## src/rtl/pattern_detector_param.sv

```systemverilog
// Serial pattern detector with a runtime-loadable pattern, overlapping or non-overlapping
// matching, and a saturating match counter.
module pattern_detector_param #(
  parameter int                       PATTERN_WIDTH = 4,
  parameter logic [PATTERN_WIDTH-1:0] PATTERN_RESET = 4'b1011,
  parameter int                       COUNT_WIDTH   = 8
) (
  input  logic                     clk,
  input  logic                     reset,
  input  logic                     stream_in,
  input  logic                     in_valid,
  input  logic                     overlap_en,
  input  logic                     pattern_load,
  input  logic [PATTERN_WIDTH-1:0] pattern_in,
  input  logic                     count_clear,
  output logic                     pattern_found,
  output logic [COUNT_WIDTH-1:0]   match_count,
  output logic                     count_sat
);

  localparam int                     FILL_W    = $clog2(PATTERN_WIDTH);
  localparam logic [FILL_W-1:0]      FILL_LAST = FILL_W'(PATTERN_WIDTH - 1);
  localparam logic [COUNT_WIDTH-1:0] COUNT_MAX = '1;

  typedef enum logic {
    S_FILL = 1'b0,
    S_RUN  = 1'b1
  } state_t;

  state_t                   r_state;
  state_t                   w_state_nxt;
  logic [PATTERN_WIDTH-1:0] r_history;
  logic [PATTERN_WIDTH-1:0] w_hist_nxt;
  logic [FILL_W-1:0]        r_fill;
  logic [FILL_W-1:0]        w_fill_nxt;
  logic [FILL_W-1:0]        w_fill_inc;
  logic [PATTERN_WIDTH-1:0] r_pattern;
  logic [PATTERN_WIDTH-1:0] w_window;
  logic                     w_match;
  logic                     r_found;
  logic [COUNT_WIDTH-1:0]   r_count;
  logic [COUNT_WIDTH-1:0]   w_count_nxt;
  logic                     r_sat;
  logic                     w_unused_msb;

  // The candidate window is the newest PATTERN_WIDTH-1 held bits plus the arriving bit,
  // so the stored MSB has already left the window by the time it would be compared.
  assign w_window     = {r_history[PATTERN_WIDTH-2:0], stream_in};
  assign w_fill_inc   = r_fill + FILL_W'(1);
  assign w_unused_msb = r_history[PATTERN_WIDTH-1];

  always_ff @(posedge clk or posedge reset) begin
    if (reset) begin
      r_state <= S_FILL;
    end else begin
      r_state <= w_state_nxt;
    end
  end

  always_comb begin
    w_state_nxt = r_state;
    w_hist_nxt  = r_history;
    w_fill_nxt  = r_fill;
    w_match     = 1'b0;
    if (pattern_load) begin
      w_state_nxt = S_FILL;
      w_hist_nxt  = '0;
      w_fill_nxt  = '0;
    end else if (in_valid) begin
      case (r_state)
        S_FILL: begin
          w_hist_nxt = w_window;
          w_fill_nxt = w_fill_inc;
          if (w_fill_inc == FILL_LAST) begin
            w_state_nxt = S_RUN;
          end
        end
        S_RUN: begin
          w_match = (w_window == r_pattern);
          // Non-overlapping mode restarts from an empty window after every hit.
          if (w_match && !overlap_en) begin
            w_state_nxt = S_FILL;
            w_hist_nxt  = '0;
            w_fill_nxt  = '0;
          end else begin
            w_hist_nxt = w_window;
          end
        end
        default: begin
          w_state_nxt = S_FILL;
        end
      endcase
    end
  end

  // A simultaneous clear and match leaves exactly the new match counted.
  always_comb begin
    w_count_nxt = r_count;
    if (w_match) begin
      if (count_clear) begin
        w_count_nxt = COUNT_WIDTH'(1);
      end else if (r_count != COUNT_MAX) begin
        w_count_nxt = r_count + COUNT_WIDTH'(1);
      end
    end else if (count_clear) begin
      w_count_nxt = '0;
    end
  end

  always_ff @(posedge clk or posedge reset) begin
    if (reset) begin
      r_history <= '0;
      r_fill    <= '0;
      r_pattern <= PATTERN_RESET;
      r_found   <= 1'b0;
      r_count   <= '0;
      r_sat     <= 1'b0;
    end else begin
      r_history <= w_hist_nxt;
      r_fill    <= w_fill_nxt;
      if (pattern_load) begin
        r_pattern <= pattern_in;
      end
      r_found   <= w_match;
      r_count   <= w_count_nxt;
      r_sat     <= (w_count_nxt == COUNT_MAX);
    end
  end

  assign pattern_found = r_found;
  assign match_count   = r_count;
  assign count_sat     = r_sat;

endmodule

```

## config.mk

```make
export PLATFORM = sky130hd
export DESIGN_NAME = pattern_detector_param
export DESIGN_NICKNAME = d
export VERILOG_FILES = /design/src/rtl/pattern_detector_param.sv
export SDC_FILE = /design/constraint.sdc
export NUM_CORES = 1
export LEC_CHECK = 0
export BUFFER_PORTS_ARGS = -buffer_cell sky130_fd_sc_hd__buf_2
export CAP_MARGIN = 20
export CORE_MARGIN = 5
export CORE_UTILIZATION = 54
export DETAILED_ROUTE_END_ITERATION = 8
export PLACE_DENSITY = 0.82
export REMOVE_ABC_BUFFERS = 1
export SYNTH_ARGS = -nofsm -noshare
export SYNTH_HDL_FRONTEND = slang
export SYNTH_SLANG_ARGS = --single-unit
```

## constraint.sdc

```tcl
create_clock -name clk -period 2.02 [get_ports clk]
set_input_delay 0.404 -clock clk [delete_from_list [all_inputs] [get_ports clk]]
set_output_delay 0.404 -clock clk [all_outputs]
set_load 0.05 [all_outputs]
```

Yosys cells after proc, flatten, opt, wreduce, memory -nomap -nowiden
Cells that the tools add are included.
W data, S select, Z words.
{ "word_totals": {"in_bits": 11, "output_inout_bits": 10, "wordCells": 39, "regBits": 20} }
{ "op_classes": {"bitwise": 1, "n_reduce_logical": 4, "addsub": 2, "n_eq_ne": 5, "muxes": 20} }
{ "op_table": {"columns": ["operator", "n"], "rows": [
  ["$mux W8", 4],
  ["$mux W3", 3],
  ["$add A8 B1 Y8 const B", 1],
  ["$eq A8 B8 Y1 const B", 1],
  ["$ne A8 B8 Y1 const B", 1],
  ["$mux W1", 7],
  ["$mux W2", 3],
  ["$pmux W3 S2", 1],
  ["$eq A4 B4 Y1", 1],
  ["$pmux W2 S2", 1],
  ["$ne A3 B2 Y1 const B", 1],
  ["$add A2 B1 Y2 const B", 1],
  ["$eq A2 B2 Y1 const B", 1],
  ["$pmux W1 S2", 1],
  ["$reduce_and A2 Y1", 1],
  ["$reduce_bool A2 Y1", 1],
  ["$logic_and A1 B1 Y1", 1],
  ["$logic_not A1 Y1", 1],
  ["$not A1 Y1", 1]
]} }

Depth between registers and ports, before layout
Gate-level depths: netlist of run 1.
{ "depth": {"depth_word": 6, "mapped_depth": 6, "depth_no_buf": 6} }

Worst setup path before layout of run 1
No wires, ideal clock.
{ "synth_timing": {"path_kind": "flip-flop to flip-flop", "from": "register r_count[0] (netlist: match_count[0])", "to": "register r_sat (netlist: count_sat)", "required_ns": 1.924, "path_stages_with_launch": 7, "setup_slack_ns": -0.068, "t_arrival_ns": 1.992, "synth_period_minus_slack_ns": 2.088, "cell_sequence": "dfrtp_1 ha_1 nand3_1 nor3_1 a21oi_1 a311o_1 nor4_2"} }
{ "synth_via": {"elab_chain_len": 5, "elab_cells_between_ends": 7, "classes_between": "add/sub (1); eq/ne (2); mux (4)"} }
{ "synth_rtl": {"columns": ["element", "line_no", "rtl"], "rows": [
  ["from (decl)", "41", "logic [COUNT_WIDTH-1:0] r_count;"],
  ["from (signal assigned)", "125", "r_count <= w_count_nxt;"],
  ["$add A8 B1 Y8 / $ne A8 B8 Y1 (equally long branches)", "103, 102", null],
  ["$mux W8", "102", "end else if (r_count != COUNT_MAX) begin"],
  ["$mux W8", "100", "if (count_clear) begin"],
  ["$mux W8 (*)", "99", "if (w_match) begin"],
  ["$eq A8 B8 Y1 (*)", "126", "r_sat <= (w_count_nxt == COUNT_MAX);"],
  ["to (signal assigned)", "126", null],
  ["to (decl)", "43", "logic r_sat;"]
]} }
Mark *: on every way between the ends. The rest lies on a longest branch, timed or not.
A chain may end at the register's enable or synchronous reset.

Worst setup path after layout of run 1
{ "layout_timing": {"from": "register r_pattern[3]", "to": "register r_sat (netlist: count_sat)"} }
{ "layout_via": {"elab_chain_len": 6} }
{ "layout_rtl": {"columns": ["element", "line_no", "rtl"], "rows": [
  ["from (decl)", "37", "logic [PATTERN_WIDTH-1:0] r_pattern;"],
  ["from (signal assigned)", "122", "r_pattern <= pattern_in;"],
  ["$eq A4 B4 Y1", "79", "w_match = (w_window == r_pattern);"],
  ["$mux W1", "70", "case (r_state)"],
  ["$mux W1", "69", "end else if (in_valid) begin"],
  ["$mux W1", "65", "if (pattern_load) begin"],
  ["$mux W8", "99", null],
  ["$eq A8 B8 Y1", "126", null]
]} }
Every way passes these cells.

==> reports/metrics.cfg, run 1 <==
[die]
core_sq_mm = 0.001982
die_w_um = 56.00
ios = 21
num_rows = 16
dieHeight_um = 56.00
die_area_sq_mm = 0.003135
start_util = 0.5764

[worst_setup_path]
crit_arrival_ns = 2.06
critical_path.top_delay_family = simple AND/OR/NAND/NOR gates
crit_slowest_cell = dfstp_2
worstPathMaxFanout = 10
required_ns = 2.21
critical_path_class = reg2reg
critical-path-max-stage-delay_ns = 0.56
endpoint_kind = register
critPathBufInv = 0
cp-start-kind = register
crit_chain = xnor2_1 -> nand4_2 -> nor4_1 -> a311o_1 -> nor4_2

[synth]
yosys.area.top_type = dfrtp_1
synthCells = 115
async_flop_share = 1.000
synth_enable_flop_cells = 0
ys_seq_area_frac = 0.4414
yosys_warnings = 0
synthesis.area_sq_mm = 0.001142
ys_types = 41
yosysTopAreaCellShare = 0.3724
avgSynthCellArea_sq_um = 9.933
ys.flop_type = dfrtp_1
netlist_top_cells_area = dfrtp_1 37%, dfstp_2 6.9%, mux2_2 3.9%
synth-seq-cells = 20

[grt]
grt_use_met1 = 0.2251
met3_usage = 0.03016
grt_max_degree = 21
grtUsageMet2 = 0.2755
grt_first_pass_wirelength_um = 4388
grt_antenna_before_repair = 0
top_usage_layer = met2
grt_overflow = 0
globalRouteTotalUtil = 0.1678
grt_pass1_vias = 1014

[cells_and_area]
syn2layout_area_growth_pct = 18.18
final_nets = 155
final_common_cell = buf_2
final_cell_area_sq_mm = 0.001350
n_antenna_cell = 0
final_cell_mix = 20 x buf_2, 17 x dfrtp_1, 10 x nor2_1
post_route_cells_drive_above_1_share = 0.2908
fin_cells = 168

[place]
gp_congestion = 0.9028
place_inst = 164
port_buffers = 20
place_area_sq_mm = 0.001297
hpwl_um = 1872

[power]
seq_power_share = 0.511
p_switching_uw = 185.5
powerDensity_mw_per_mm2 = 621.8
power.internal_uw = 654.0
cellLeakagePower_nw = 0.6432
power_uw = 839.5
swShare = 0.2210
irDropWorstVdd_mv = 0.5255
p_clk_frac = 0.394
p_comb_frac = 0.095

[detailed_routing]
num_vias = 1009
postRouteAntennaNets = 0
routedWlPerCell_um = 15.02
vias_per_cell = 6.006
dr.pass1.iters = 4
wl_um = 2523
drt_iter0_markers = 65
drc_errors = 0

[timing]
fin_crit_sh = 0.9260
fin_skew_ns = 0.008161
setup_viol = 0
hold_viol = 0
hold-worst-slack_ns = 0.1936
min_period_ns = 1.870
rsz0062_at_grt = false
slew_headroom = 0.5145
worst_pin_slew_ns = 0.7274
fmax_ghz = 0.5346
finalMaxSlewViolations = 0

[clocking]
clk_latency_ns = 0.31
cts_buffer_depth = 2
cts_sinks = 20
post_cts_resized = 0
root_buffer = clkbuf_4
clk_pin_slew_ns = 0.12
numCtsBuffers = 3
cts_setup_buffers = 0
htree_num_levels = 1
cts_tree = built
postCtsHoldBufs = 0

[run]
drv_cap = 0

[outcome]
status = finished, final reports clean

[hold_path]
hold_class = in2async

final cells by class:
type,count,area (sq um)
Clock buffer,3,22.52
Timing Repair Buffer,24,130.1
Fill cell,154,631.9
Tap cell,27,33.78
Inverter,8,30.03
Multi-Input combinational cell,85,599.3
Clock inverter,1,30.03
Sequential cell,20,504.2
state kept, by name, summed over array words and instances (netlist names):
name           flops
r_pattern          4
match_count        8
pattern_found      1
r_history          3
r_fill             2
count_sat          1
r_state            1
power groups by stage:
stage	combinational [mW]	sequential (mW)	clock (mW)
detailed placement	0.0802	0.437	0
finish	0.0793	0.429	0.331
global route	0.0899	0.432	0.359
floorplan	0.0513	0.435	0
CTS	0.0804	0.429	0.336
global placement	0.0766	0.436	0
worst paths after layout:
path	cells after the start	startpoint	slack (ns)	endpoint
max	5	r_pattern[3]$_DFFE_PP1P_	0.15	count_sat$_DFF_PP0_
min	2	reset	0.19	r_history[0]$_DFFE_PP0P_
max reg2reg	5	r_pattern[3]$_DFFE_PP1P_	0.15	count_sat$_DFF_PP0_
min reg2reg	2	r_fill[1]$_DFFE_PP0P_	0.55	r_fill[1]$_DFFE_PP0P_
max in group asynchronous	2	reset	1.37	match_count[4]$_DFF_PP0_
min in group clk	2	pattern_in[0]	0.32	r_pattern[0]$_DFFE_PP1P_
logic make-up after synthesis:
| group | count (synthesis) | share of synthesized area |
|---|---|---|
| simple gates | 39 | 0.2081 |
| compound gates | 35 | 0.2158 |
| flops | 20 | 0.4414 |
| buf+inv | 10 | 0.03395 |
| mux | 5 | 0.04819 |
| xor+xnor | 4 | 0.03066 |
| fa+ha+maj | 2 | 0.02190 |
synthesized netlist by cell type (2+ instances only):
cell type,n
nand3_1,3
nand2_1,4
dfstp_2,3
a311o_1,2
o21a_1,3
and3_1,4
a31oi_1,3
nor4_1,3
xnor2_1,4
or3_1,2
nand4_1,2
a21oi_1,6
a22oi_1,3
nor2_1,10
inv_1,8
ha_1,2
nor3_1,3
dfrtp_1,17
mux2_2,4
a311oi_1,2
o21ai_0,7
layer usage:
metal	wire length, um	up-vias
li1	-	490
met1	1165	476
met2	1143	37
met3	179	6
met4	34	0
met5	0	-
metrics by stage:
step	utilization	TNS (ns)	setup WS, ns
6_report	0.6812	0	0.1495
5_1_grt	0.6812	0	0.04182
4_1_cts	0.6812	0	0.1492
3_5_place_dp	0.6547	0	0.1446
3_3_place_gp	0.6547	0	0.2224
2_1_floorplan	-	-0.06763	-0.06763
Note: power is estimated with default switching activity, not from simulation.
==> inputs of run 2 (changes only) <==
--- a/config.mk
+++ b/config.mk
@@ -11,6 +11,7 @@
 export CORE_UTILIZATION = 54
 export DETAILED_ROUTE_END_ITERATION = 8
 export PLACE_DENSITY = 0.82
+export RECOVER_POWER = 25
 export REMOVE_ABC_BUFFERS = 1
 export SYNTH_ARGS = -nofsm -noshare
 export SYNTH_HDL_FRONTEND = slang
==> reports/metrics.cfg, run 2 (synthesis results as in run 1) <==
[place]
place_area_sq_mm = 0.001297  ; unchanged
gp_congestion = 0.9028  ; unchanged
port_buffers = 20  ; unchanged
hpwl_um = 1872  ; unchanged

[cells_and_area]
largest_reg_flops = 8  ; unchanged
final_cell_area_sq_mm = 0.001346  ; -0.28%
post-route-util = 0.6793  ; -0.001894
final_common_cell = buf_2
n_antenna_cell = 0  ; unchanged
final_cell_mix = 20 x buf_2, 17 x dfrtp_1, 10 x nor2_1
multi_input_area_sq_um = 599.3  ; unchanged
syn2layout_area_growth_pct = 17.85
final_nets = 155  ; unchanged
nFillCells = 154  ; unchanged
post_route_cells_drive_above_1_share = 0.2624  ; -0.02837
regArea_sq_um = 504.2  ; unchanged

[worst_setup_path]
required_ns = 2.21  ; about the same
critical-path-max-stage-delay_ns = 0.56  ; about the same
worst_r2r_endpoint = count_sat$_DFF_PP0_
critical_path.top_delay_family = simple AND/OR/NAND/NOR gates
crit_chain = xnor2_1 -> nand4_2 -> nor4_1 -> a311o_1 -> nor4_2
r2r-start = r_pattern[3]$_DFFE_PP1P_
worst_r2r_path_depth = 5  ; unchanged
worstPathMaxFanout = 10  ; unchanged
endpoint_kind = register
critical_path_class = reg2reg
crit_arrival_ns = 2.07  ; about the same
critPathBufInv = 0  ; unchanged
cp-start-kind = register
crit_slowest_cell = dfstp_1
ff2ff_setup_slack_ns = 0.14  ; about the same

[detailed_routing]
drt_iter0_markers = 64  ; -1.5%
postRouteAntennaNets = 0  ; unchanged
num_vias = 1006  ; -0.30%
routedWlPerCell_um = 14.99  ; -0.16%
vias_per_cell = 5.988  ; -0.30%
dr.pass1.iters = 4  ; unchanged
wl_um = 2519  ; -0.16%
drc_errors = 0  ; unchanged

[timing]
fin_crit_sh = 0.9311  ; +0.005168
worst_pin_slew_ns = 0.7282  ; +0.0007913 ns
slew_headroom = 0.5140  ; -0.0005280
fin_skew_ns = 0.008688  ; +0.0005262 ns
setup_total_negative_slack_ns = 0  ; unchanged
finalMaxSlewViolations = 0  ; unchanged
setup_viol = 0  ; unchanged
min_period_ns = 1.881  ; +0.01044 ns
hold-worst-slack_ns = 0.1934  ; -0.0001080 ns
fmax_ghz = 0.5317  ; -0.56%
hold_viol = 0  ; unchanged
rsz0062_at_grt = false

[grt]
grt_overflow = 0  ; unchanged
grt_antenna_before_repair = 0  ; unchanged
grt_max_degree = 21  ; unchanged
globalRouteTotalUtil = 0.1678  ; unchanged
grt_pass1_vias = 1014  ; unchanged
grt_first_pass_wirelength_um = 4388  ; unchanged

[power]
powerDensity_mw_per_mm2 = 621.6  ; about the same
cellLeakagePower_nw = 0.6379  ; -0.82%
power_uw = 836.9  ; -0.31%
irDropWorstVdd_mv = 0.5216  ; -0.74%

[clocking]
cts_setup_buffers = 0  ; unchanged
cts_sinks = 20  ; unchanged
root_buffer = clkbuf_4
postCtsHoldBufs = 0  ; unchanged
post_cts_resized = 0  ; unchanged
clk_latency_ns = 0.31  ; about the same
cts_tree = built
cts_buffer_depth = 2  ; unchanged
htree_num_levels = 1  ; unchanged
numCtsBuffers = 3  ; unchanged
clk_pin_slew_ns = 0.12  ; about the same

[die]
start_util = 0.5764  ; unchanged
die_w_um = 56.00  ; unchanged
ios = 21  ; unchanged
dieHeight_um = 56.00  ; unchanged
core_sq_mm = 0.001982  ; unchanged
die_area_sq_mm = 0.003135  ; unchanged
num_rows = 16  ; unchanged

[hold_path]
hold_class = in2async

[outcome]
status = finished, final reports clean

[run]
drv_cap = 0  ; unchanged

==> run 2: cell count changes in the layout (fill, tap and decap cells not counted) <==
cell      delta
dfstp_2      -3
buf_4        -1
clkbuf_1     +1
dfstp_1      +3
==> run 2: worst max-delay path by stage <==
stage / from / endpoint / slack [ns] / depth (start not counted)
after floorplan: match_count[0]$_DFF_PP0_ / count_sat$_DFF_PP0_ / -0.07 / 6
after global placement: stream_in / count_sat$_DFF_PP0_ / 0.22 / 6
after detailed placement: stream_in / count_sat$_DFF_PP0_ / 0.14 / 6
after CTS: r_pattern[3]$_DFFE_PP1P_ / count_sat$_DFF_PP0_ / 0.15 / 5
after global routing: r_pattern[3]$_DFFE_PP1P_ / count_sat$_DFF_PP0_ / 0.03 / 5
final: r_pattern[3]$_DFFE_PP1P_ / count_sat$_DFF_PP0_ / 0.14 / 5
==> run 2: power breakdown <==
| group | switching, mW | leakage [nW] | internal (mW) |
|---|---|---|---|
| Clock | 0.131 | 0.0279 | 0.201 |
| Sequential | 0.0106 | 0.263 | 0.416 |
| Combinational | 0.0447 | 0.347 | 0.0338 |
| Total | 0.186 | 0.638 | 0.651 |
==> run 2: area by class of cell <==
cell class / count / area share
multi-input cells: 85 / 0.4452
flip-flops and latches: 20 / 0.3745
repair buffers: 24 / 0.09387
well taps: 27 / 0.02509
clock inverters: 1 / 0.02230
inverters: 8 / 0.02230
clock buffers: 3 / 0.01673
==> run 2: stage by stage <==
stage	std cells	worst slack, ns
2_1_floorplan	113	-0.06763
3_3_place_gp	164	0.2224
3_5_place_dp	164	0.1446
4_1_cts	168	0.1492
5_1_grt	168	0.02688
6_report	168	0.1391
==> run 2: routing by layer <==
layer  global-route usage  up-vias  share of wire
met2               0.2755       37           0.45
met3              0.03016        8          0.069
met4              0.04746        0          0.018
met1               0.2251      472           0.46
met5                    0        -              0
li1                     -      489              -
